## config.mk

```make
export PLATFORM = sky130hd
export DESIGN_NAME = inv_mix_cols_iter_flat
export DESIGN_NICKNAME = d
export VERILOG_FILES = /design/src/rtl/aes_pkg.sv /design/src/rtl/inv_mix_cols_iter_if.sv /design/src/rtl/inv_mix_col.sv /design/src/rtl/inv_mix_cols_iter.sv /design/src/flat_wrapper.sv
export SDC_FILE = /design/constraint.sdc
export NUM_CORES = 1
export LEC_CHECK = 0
export CORE_MARGIN = 4
export CORE_UTILIZATION = 50
export DETAILED_ROUTE_END_ITERATION = 10
export DONT_BUFFER_PORTS = 1
export PLACE_DENSITY = 0.68
export REMOVE_ABC_BUFFERS = 1
export SLEW_MARGIN = 20
export SYNTH_ARGS = -nofsm -noshare
export SYNTH_HDL_FRONTEND = slang
export SYNTH_SLANG_ARGS = --single-unit
```

## constraint.sdc

```tcl
create_clock -name clk -period 3.3 [get_ports clk]
set_input_delay 0.165 -clock clk [delete_from_list [all_inputs] [get_ports clk]]
set_output_delay 0.165 -clock clk [all_outputs]
set_load 0.02 [all_outputs]
```

## src/rtl/aes_pkg.sv

```systemverilog
// aes_pkg: shared AES GF(2^8) helpers for the decrypt datapath.
//   AES_POLY        reduction constant for x^8 + x^4 + x^3 + x + 1
//   xtime           multiply by 02
//   gmul09/0b/0d/0e constant multiplies built from xtime chains
//   get_col/set_col column extract/insert, FIPS-197 column-major order
//                   (column c at bits [127-32c -: 32], row 0 in the MSB byte)
package aes_pkg;

   localparam logic [7:0] AES_POLY = 8'h1B;

   typedef logic [127:0]    block_t;
   // Element 0 is the MSB byte, i.e. row 0 of the column.
   typedef logic [0:3][7:0] col_t;

   typedef enum logic [1:0] {IDLE, BUSY, DONE} imc_state_e;

   function automatic logic [7:0] xtime(input logic [7:0] b);
      return {b[6:0], 1'b0} ^ (b[7] ? AES_POLY : 8'h00);
   endfunction

   function automatic logic [7:0] gmul09(input logic [7:0] b);
      logic [7:0] b2, b4, b8;
      b2 = xtime(b);
      b4 = xtime(b2);
      b8 = xtime(b4);
      return b8 ^ b;
   endfunction

   function automatic logic [7:0] gmul0b(input logic [7:0] b);
      logic [7:0] b2, b4, b8;
      b2 = xtime(b);
      b4 = xtime(b2);
      b8 = xtime(b4);
      return b8 ^ b2 ^ b;
   endfunction

   function automatic logic [7:0] gmul0d(input logic [7:0] b);
      logic [7:0] b2, b4, b8;
      b2 = xtime(b);
      b4 = xtime(b2);
      b8 = xtime(b4);
      return b8 ^ b4 ^ b;
   endfunction

   function automatic logic [7:0] gmul0e(input logic [7:0] b);
      logic [7:0] b2, b4, b8;
      b2 = xtime(b);
      b4 = xtime(b2);
      b8 = xtime(b4);
      return b8 ^ b4 ^ b2;
   endfunction

   function automatic col_t get_col(input block_t s, input logic [1:0] c);
      col_t r;
      r = '0;
      case (c)
         2'd0: r = s[127:96];
         2'd1: r = s[95:64];
         2'd2: r = s[63:32];
         2'd3: r = s[31:0];
         default: r = '0;
      endcase
      return r;
   endfunction

   function automatic block_t set_col(input block_t s, input logic [1:0] c,
                                      input col_t v);
      block_t r;
      r = s;
      case (c)
         2'd0: r[127:96] = v;
         2'd1: r[95:64]  = v;
         2'd2: r[63:32]  = v;
         2'd3: r[31:0]   = v;
         default: r = s;
      endcase
      return r;
   endfunction

endpackage

```

## src/rtl/inv_mix_cols_iter_if.sv

```systemverilog
// inv_mix_cols_iter_if: input and output valid/ready channels of the
// InvMixColumns engine.
//   in_valid/in_ready/din     : state offered to the engine
//   out_valid/out_ready/dout  : transformed state returned by the engine
//   master : producer/consumer side, slave : engine side
interface inv_mix_cols_iter_if;
   import aes_pkg::*;

   logic   in_valid;
   logic   in_ready;
   block_t din;
   logic   out_valid;
   logic   out_ready;
   block_t dout;

   modport master (
      output in_valid, din, out_ready,
      input  in_ready, out_valid, dout
   );

   modport slave (
      input  in_valid, din, out_ready,
      output in_ready, out_valid, dout
   );

endinterface

```

## src/rtl/inv_mix_col.sv

```systemverilog
// inv_mix_col: combinational InvMixColumns of one column.
//   in_col  : 4 bytes, row 0 first
//   out_col : o_r = 0e*i_r ^ 0b*i_(r+1) ^ 0d*i_(r+2) ^ 09*i_(r+3)
module inv_mix_col
   import aes_pkg::*;
(
   input  col_t in_col,
   output col_t out_col
);

   always_comb begin
      out_col[0] = gmul0e(in_col[0]) ^ gmul0b(in_col[1]) ^ gmul0d(in_col[2]) ^ gmul09(in_col[3]);
      out_col[1] = gmul0e(in_col[1]) ^ gmul0b(in_col[2]) ^ gmul0d(in_col[3]) ^ gmul09(in_col[0]);
      out_col[2] = gmul0e(in_col[2]) ^ gmul0b(in_col[3]) ^ gmul0d(in_col[0]) ^ gmul09(in_col[1]);
      out_col[3] = gmul0e(in_col[3]) ^ gmul0b(in_col[0]) ^ gmul0d(in_col[1]) ^ gmul09(in_col[2]);
   end

endmodule

```

## src/rtl/inv_mix_cols_iter.sv

```systemverilog
// inv_mix_cols_iter: iterative AES InvMixColumns, COLS_PER_CYCLE (1, 2, 4)
// columns per clock.
//   clk   : rising-edge clock
//   rst_n : synchronous active-low reset
//   bus   : slave side of inv_mix_cols_iter_if (in/out valid-ready, din, dout)
// Accept in IDLE (or in DONE together with the output handshake), transform
// in place over 4/COLS_PER_CYCLE BUSY cycles, then hold the result in DONE.
module inv_mix_cols_iter
   import aes_pkg::*;
#(
   parameter int COLS_PER_CYCLE = 1
) (
   input logic                clk,
   input logic                rst_n,
   inv_mix_cols_iter_if.slave bus
);

   if (!(COLS_PER_CYCLE == 1 || COLS_PER_CYCLE == 2 || COLS_PER_CYCLE == 4)) begin : g_bad_cfg
      $error("inv_mix_cols_iter: COLS_PER_CYCLE must be 1, 2 or 4");
   end

   localparam int unsigned NCOL     = COLS_PER_CYCLE;
   // For 4 columns per cycle the step truncates to 0, which is the wrap.
   localparam logic [1:0]  COL_STEP = 2'(COLS_PER_CYCLE);

   imc_state_e state_q, state_d;
   logic [1:0] col_q, col_d;
   block_t     work_q, work_d;
   logic       out_valid_q, out_valid_d;
   block_t     dout_q, dout_d;

   logic       in_ready;
   logic       last_col;
   block_t     work_busy;
   logic [1:0] cidx [NCOL];
   col_t       cin  [NCOL];
   col_t       cout [NCOL];

   // Each lane k works on column col+k this cycle.
   for (genvar g = 0; g < COLS_PER_CYCLE; g++) begin : g_lane
      assign cidx[g] = col_q + 2'(g);
      assign cin[g]  = get_col(work_q, cidx[g]);

      inv_mix_col u_col (
         .in_col  (cin[g]),
         .out_col (cout[g])
      );
   end

   always_comb begin
      work_busy = work_q;
      for (int unsigned k = 0; k < NCOL; k++) begin
         work_busy = set_col(work_busy, cidx[k], cout[k]);
      end
   end

   assign last_col = (int'(col_q) + COLS_PER_CYCLE) >= 4;
   assign in_ready = rst_n && ((state_q == IDLE) || (state_q == DONE && bus.out_ready));

   always_comb begin
      state_d     = state_q;
      col_d       = col_q;
      work_d      = work_q;
      out_valid_d = out_valid_q;
      dout_d      = dout_q;
      case (state_q)
         IDLE: begin
            if (bus.in_valid && in_ready) begin
               work_d  = bus.din;
               col_d   = '0;
               state_d = BUSY;
            end
         end
         BUSY: begin
            work_d = work_busy;
            col_d  = col_q + COL_STEP;
            if (last_col) begin
               state_d     = DONE;
               out_valid_d = 1'b1;
               dout_d      = work_busy;
            end
         end
         DONE: begin
            if (bus.out_ready) begin
               out_valid_d = 1'b0;
               if (bus.in_valid) begin
                  work_d  = bus.din;
                  col_d   = '0;
                  state_d = BUSY;
               end else begin
                  state_d = IDLE;
               end
            end
         end
         default: state_d = IDLE;
      endcase
   end

   always_ff @(posedge clk) begin
      if (!rst_n) begin
         state_q     <= IDLE;
         col_q       <= '0;
         work_q      <= '0;
         out_valid_q <= 1'b0;
         dout_q      <= '0;
      end else begin
         state_q     <= state_d;
         col_q       <= col_d;
         work_q      <= work_d;
         out_valid_q <= out_valid_d;
         dout_q      <= dout_d;
      end
   end

   assign bus.in_ready  = in_ready;
   assign bus.out_valid = out_valid_q;
   assign bus.dout      = dout_q;

endmodule
```

## src/flat_wrapper.sv

```systemverilog
// flat-port wrapper written by rule: the top's interface ports become plain ports
module inv_mix_cols_iter_flat import aes_pkg::*;
#(
   parameter int COLS_PER_CYCLE = 1
)
  (clk, rst_n, bus_in_valid, bus_din, bus_out_ready, bus_in_ready, bus_out_valid, bus_dout);
  inv_mix_cols_iter_if bus_i ();
  input logic clk;
  input logic rst_n;
  input wire logic [$bits(bus_i.in_valid)-1:0] bus_in_valid;
  input wire logic [$bits(bus_i.din)-1:0] bus_din;
  input wire logic [$bits(bus_i.out_ready)-1:0] bus_out_ready;
  output wire logic [$bits(bus_i.in_ready)-1:0] bus_in_ready;
  output wire logic [$bits(bus_i.out_valid)-1:0] bus_out_valid;
  output wire logic [$bits(bus_i.dout)-1:0] bus_dout;
  assign bus_i.in_valid = bus_in_valid;
  assign bus_i.din = bus_din;
  assign bus_i.out_ready = bus_out_ready;
  assign bus_in_ready = bus_i.in_ready;
  assign bus_out_valid = bus_i.out_valid;
  assign bus_dout = bus_i.dout;
  inv_mix_cols_iter #(.COLS_PER_CYCLE(COLS_PER_CYCLE)) u_core (.clk(clk), .rst_n(rst_n), .bus(bus_i));
endmodule
```

==> flow_summary_export.csv, run 1 <==
group,metric,value,unit
outcome,outcome,"finished, violations left",
outcome,violations,"negative setup slack",
timing,max_freq,285.9,MHz
timing,slew_violations,0,
synth,synth_area_leaders,"dfxtp_1 37%, a21oi_1 7.9%, xnor3_1 7.0%",
synth,synth_top_area_share,36.82,%
synth,synth_flop_cell,"dfxtp_1",
critical_path,startpoint_type,"flip-flop",
detailed_routing,antenna_left,0,
synth,avgSynthCellArea,8.854,um2
placement,dpl.hpwl,36340,um
global_route,grt_pass1_wl,81290,um
detailed_routing,post_drt_wl_per_cell,23.86,um
critical_path,setup.worst_path.end,"u_core.bus.dout[35]",
synth,synthesis.area,14190,um2
floorplanning,die_area,31140,um2
floorplanning,chipHeight,176.5,um
timing,final_hold_viol_count,0,
floorplanning,core_area,27860,um2
detailed_routing,dr_total_vias,14578,
critical_path,cp_slowest_stage_delay,0.48,ns
floorplanning,die_w,176.5,um
synth,ys.warnings.count,0,
timing,finalSetupViolCount,126,
placement,postPlaceCellArea,16180,um2
global_route,grt_max_degree,158,
critical_path,cp.depth,14,
timing,slew_headroom,29.46,%
cts,clk_path_buf_depth,3,
critical_path,path_buf_inv,5,
placement,place_ws,-0.5278,ns
synth,yosysTopAreaCell,"dfxtp_1",
critical_path,r2r_end,"u_core.bus.dout[35]",
critical_path,critical-path-top-delay-family,"XOR/XNOR gates",
synth,ys_ff_latch,261,
worst_hold_path,min_from,"rst_n",
cts,numCtsBuffers,28,
critical_path,path_class,"reg -> reg",
final_layout,syn2layout_area_growth,47.45,%
critical_path,crit_arrival,3.99,ns
synth,ys_seq_area_share,36.82,%
cts,cts_sinks,261,
final_layout,num-nets-final,2086,
detailed_routing,first_iter_violations,2031,
timing,layout_setup_ws,-0.1977,ns
critical_path,path_max_fanout,6,
critical_path,slowest_stage,"xnor3_2",
critical_path,rrSetupSlack,-0.20,ns
critical_path,reg2reg_from,"u_core.col_q[0]",
global_route,overflow,0,
cts,cts_tree,"built",
run,max-cap-violations,0,
synth,ys_types,54,
cts,cts-root-buf,"clkbuf_16",
global_route,grt_pass1_vias,13903,
timing,finalCritPeriodShare,106.0,%
final_layout,layout.cell_area.non_filler,20930,um2
critical_path,crit_path_end_kind,"flip-flop",
timing,rsz0062_at_grt,"yes",
cts,clk_pin_slew,0.06,ns
global_route,grt_use_total,32.85,%
critical_path,cp_cell_sequence,"buf_6, ha_4, buf_12, buf_12, a222oi_1, buf_4, xnor2_2, o21ai_2, xnor2_1, buf_4, xnor3_2, xnor3_2, o21a_1, a21oi_1",
detailed_routing,vias_per_cell,6.219,
timing,worst_pin_slew,1.054,ns
final_layout,drive_above_1_share,33.23,%
floorplanning,initial_core_util,50.95,%
global_route,antenna_found_initial,2,
timing,fin_skew,0.01831,ns
placement,port_buffers,0,
critical_path,rr_worst_depth,14,
cts,htree_num_levels,1,
critical_path,cp.required,3.79,ns
worst_hold_path,hp-class,"in -> reg",
placement,gp_congestion,0.9827,
synth,async_flop_share,0,%
detailed_routing,route.detailed.drc,0,
floorplanning,ios,262,
detailed_routing,drt_wl_total,55930,um
timing,post-route-min-period,3.498,ns
synth,syn_inst,1603,
critical_path,crit_path_start,"u_core.col_q[0]",
synth,synth_edf_count,0,
cts,clock_latency,0.56,ns
floorplanning,rows,61,
detailed_routing,drt_pass1_iterations,8,
cells in the mapped netlist, types with 4 or more instances:
cell,number
inv_1,15
o21ai_0,106
o211ai_1,26
a211oi_1,15
buf_2,10
o22ai_1,20
o21ai_1,7
clkbuf_1,113
o211a_1,10
xor2_1,52
xnor2_1,107
a222oi_1,32
nand2b_1,7
xnor2_2,8
nor2b_1,19
nand3_1,5
mux2i_1,30
o21bai_1,10
nor2_1,118
dfxtp_1,261
a21oi_1,225
a21o_1,26
buf_4,5
or3_1,4
nand2_1,141
o221a_2,7
a22oi_1,11
o221ai_1,58
and2_1,8
xnor3_1,44
o21a_1,26
buf_1,11
a21oi_2,4
a31oi_1,17
a31o_2,9
ha_1,5
layer usage:
layer | routed length, um | global-route usage, % | vias up
met3 | 4982 | 4.925 | 130
met5 | 11 | 0 | -
li1 | - | - | 6487
met1 | 22570 | 45.28 | 7084
met2 | 26560 | 54.54 | 875
met4 | 1801 | 8.349 | 2
worst reg2reg max path: cells and delay by family (launching register included):
family | cells | cell delay [ns]
flip-flops | 1 | 0.37
buffers and inverters | 5 | 0.76
AO/OA/AOI/OAI | 4 | 0.94
XOR/XNOR | 4 | 1.17
adder cells (fa/ha/maj) | 1 | 0.19
through the flow:
| stage | utilization (%) | cells | hold slack [ns] | setup TNS, ns |
|---|---|---|---|---|
| 2_1_floorplan | - | 1462 | 0.2867 | -642.18 |
| 3_3_place_gp | 58.07 | 2082 | 0.3205 | -32.30 |
| 3_5_place_dp | 58.07 | 2082 | 0.3233 | -46.55 |
| 4_1_cts | 69.57 | 2304 | 0.1085 | -1.290 |
| 5_1_grt | 75.12 | 2344 | 0.1600 | -24.05 |
| 6_report | 75.12 | 2344 | 0.1155 | -8.644 |
layout make-up:
type,count,area [um2]
well taps,378,473.0
clock inverters,4,31.28
diodes,1,2.502
clock buffers,42,814.5
fillers,1879,6932
flip-flops and latches,261,5233
repair buffers,457,4349
inverters,18,73.82
multi-input cells,1183,9950
repair_timing:
| item | 4_1_cts | 5_1_grt |
|---|---|---|
| pin swaps | 82 | 138 |
| endpoints found under the setup margin | 233 | 222 |
| endpoints found under the hold margin | 178 | 0 |
| hold buffers | 132 | 0 |
| cloned | 1 | 1 |
| gates resized for setup | 121 | 250 |
| setup buffers | 43 | 47 |
sequential cells by signal, indices dropped and copies added, names as in the netlist:
signal,count
u_core.bus.out_valid,1
u_core.work_q,128
u_core.state_q,2
u_core.col_q,2
u_core.bus.dout,128
placed cells by master (no fill, tap or decap), types with 54 or more instances in the layout:
cell type and instances:
dlygate4sd3_1 131, o21ai_0 92, dfxtp_1 259, buf_4 241, nand2_1 122, a21oi_1 149, buf_6 54, o221ai_1 58
xnor2_1 61, a21oi_2 70, nor2_1 110
how the worst min path moves through the flow:
stage | cells after the start | slack, ns | to
finish | 3 | 0.12 | u_core.work_q[46]
global route | 3 | 0.16 | u_core.bus.dout[70]
CTS | 3 | 0.11 | u_core.bus.dout[96]
detailed placement | 1 | 0.32 | u_core.work_q[52]
global placement | 1 | 0.32 | u_core.work_q[116]
floorplan | 1 | 0.29 | u_core.work_q[116]
cell families (layout without fill, tap and decap cells):
logic type,Yosys count,after routing,synth area share (%)
adders and majority gates,5,5,0.4408
muxes,35,35,2.565
and+or+nand+nor,307,307,8.904
xor gates and xnor gates,216,216,18.50
AOI/OAI and AO/OA,620,620,28.24
buffers and inverters,159,521,4.531
other,0,1,0
DFF,261,261,36.82
Power of run 1 is left out: the tool's default activity adds up to more than one toggle a clock period on the data nets, which glitch-free logic cannot reach.
==> run 2: changes to the inputs <==
CORE_UTILIZATION = 45   (was 50)
PLACE_DENSITY = not set   (was 0.68)
clock period = 3.93 ns   (was 3.3 ns; I/O delays follow)
==> run 2 against run 1 <==
Effect of this change:
- the flow now finishes without violations
- global-route usage fell by 4.3 points
- sequential share of layout area rose by 4.3 points
- non-clock buffer count fell by 197
- clock-buffer cell count fell by 4
==> flow_summary_export.csv, run 2 (synthesized netlist as in run 1, its figures left out) <==
group,metric,value,unit
outcome,outcome,"finished clean",
pwr,leakage,6.897,nW
run,max-cap-violations,0,
floorplanning,die_w,185.6,um
floorplanning,ios,262,
timing,layout_setup_ws,0.1805,ns
pwr,vdd_drop_max,913.1,uV
cts,numCtsBuffers,29,
cts,clk_path_buf_depth,3,
timing,rsz0062_at_grt,"no",
timing,max_freq,266.7,MHz
cts,htree_num_levels,1,
detailed_routing,vias_per_cell,6.076,
critical_path,slowest_stage,"mux2i_2",
floorplanning,core_area,30830,um2
timing,post-route-min-period,3.749,ns
pwr,power_density,1187,nW/um2
critical_path,cp.required,4.35,ns
final_layout,syn2layout_area_growth,25.56,%
final_layout,layout_commonest_cell,"dfxtp_1",
critical_path,crit_path_end_kind,"flip-flop",
timing,final.setup.tns,0,ns
detailed_routing,route.detailed.drc,0,
global_route,grt_use_total,28.57,%
cts,clk_pin_slew,0.06,ns
detailed_routing,post_drt_wl_per_cell,23.76,um
placement,gp_congestion,1.009,
critical_path,cp_cell_sequence,"buf_4, ha_4, buf_12, a222oi_1, mux2i_2, xnor3_1, xnor3_1, xnor3_1, a21oi_1, a21oi_1, nor2_1",
detailed_routing,dr_total_vias,13209,
final_layout,drive_above_1_share,14.13,%
critical_path,reg2reg_from,"u_core.col_q[0]",
floorplanning,initial_core_util,46.03,%
timing,finalCritPeriodShare,95.41,%
final_layout,num-nets-final,1890,
global_route,grt_max_degree,155,
critical_path,crit_arrival,4.17,ns
global_route,met2_usage,45.00,%
timing,slew_headroom,30.43,%
timing,finalSetupViolCount,0,
critical_path,cpMostUsedCell,"xnor3_1",
timing,slew_violations,0,
floorplanning,chipHeight,185.6,um
critical_path,r2r_end,"u_core.bus.dout[102]",
cts,cts_sinks,261,
global_route,grt.met1_usage,39.80,%
global_route,grt_use_met3,6.390,%
global_route,overflow,0,
cts,clock_latency,0.57,ns
critical_path,setup.worst_path.end,"u_core.bus.dout[102]",
worst_hold_path,hp-class,"in -> reg",
cts,cts_tree,"built",
global_route,antenna_found_initial,2,
critical_path,path_class,"reg -> reg",
critical_path,path_max_fanout,18,
placement,dpl.hpwl,35110,um
detailed_routing,drt_wl_total,51670,um
final_layout,fillers,2751,
placement,place_ws,-0.01853,ns
global_route,grt_pass1_wl,77290,um
floorplanning,rows,64,
final_layout,regArea,5226,um2
cts,cts-root-buf,"clkbuf_16",
detailed_routing,antenna_left,0,
global_route,grt_pass1_vias,12913,
timing,fin_skew,0.01299,ns
critical_path,crit_path_start,"u_core.col_q[0]",
timing,worst_pin_slew,1.044,ns
detailed_routing,drt_pass1_iterations,10,
detailed_routing,first_iter_violations,1388,
critical_path,cp_slowest_stage_delay,0.72,ns
critical_path,rr_worst_depth,11,
critical_path,rrSetupSlack,0.18,ns
timing,final_hold_viol_count,0,
global_route,grt_busiest_layer,"met2",
final_layout,multi_input_area,8487,um2
placement,port_buffers,0,
critical_path,startpoint_type,"flip-flop",
final_layout,layout_common_cells,"260 x dfxtp_1, 219 x a21oi_1, 139 x nand2_1, 131 x dlygate4sd3_1",
floorplanning,die_area,34440,um2
[run 2: area by class of cell]
type                       instances  share of cell area, %
sequential                       261                  29.33
clock inverter                    16                  1.517
tap                              396                  2.781
multi-input combinational       1183                  47.63
clock buffer                      38                  4.655
timing repair buffer             260                  13.68
inverter                          18                 0.3862
antenna                            2                0.02809
[run 2: metal layers]
layer | up-vias | share of wire, % | wire (um)
li1 | 6114 | - | -
met1 | 6369 | 43 | 22030
met2 | 648 | 46 | 23640
met3 | 78 | 9.1 | 4695
met4 | 0 | 2.5 | 1302
met5 | - | 0 | 0
[run 2: power breakdown]
| group | internal (mW) | total, mW | leakage, nW | switching (mW) |
|---|---|---|---|---|
| logic | 6.71 | 14.7 | 4.23 | 8.03 |
| registers | 2.92 | 3.29 | 2.13 | 0.364 |
| clock network | 1.94 | 3.12 | 0.534 | 1.18 |
[run 2: timing repair]
action	4_1_cts	5_1_grt
gates cloned	0	0
buffers inserted	1	14
hold buffers	132	0
pin swaps	1	8
resized for setup	0	16
hold endpoints to repair	178	0
endpoints found under the setup margin	2	70
[run 2: through the flow]
step	area, um2	hold slack [ns]	power [mW]	cells	util (%)
floorplan	13620	0.3182	12.44	1462	-
global placement	15170	0.3508	17.18	1971	49.20
detailed placement	15170	0.3535	17.19	1971	49.20
CTS	17610	0.01138	20.54	2158	57.13
global route	17820	0.03261	22.25	2174	57.80
finish	17820	0.02749	21.15	2174	57.80
[run 2: worst min path at each step]
stage	from	endpoint	slack (ns)	cells past startpoint
global route	rst_n	u_core.bus.dout[110]	0.03	3
CTS	rst_n	u_core.bus.dout[110]	0.01	3
floorplan	rst_n	u_core.work_q[116]	0.32	1
finish	rst_n	u_core.bus.dout[110]	0.03	3
global placement	rst_n	u_core.bus.dout[25]	0.35	1
detailed placement	rst_n	u_core.bus.dout[25]	0.35	1
[run 2: critical path, delay by kind of cell (launching register included)]
family,cells,cell delay [ns]
flip-flops,1,0.40
XOR/XNOR,3,1.38
multiplexers,1,0.72
adder cells (fa/ha/maj),1,0.23
AND/OR/NAND/NOR,1,0.09
AO/OA/AOI/OAI,3,0.46
buffers and inverters,2,0.33
(Power assumes the default switching activity.)
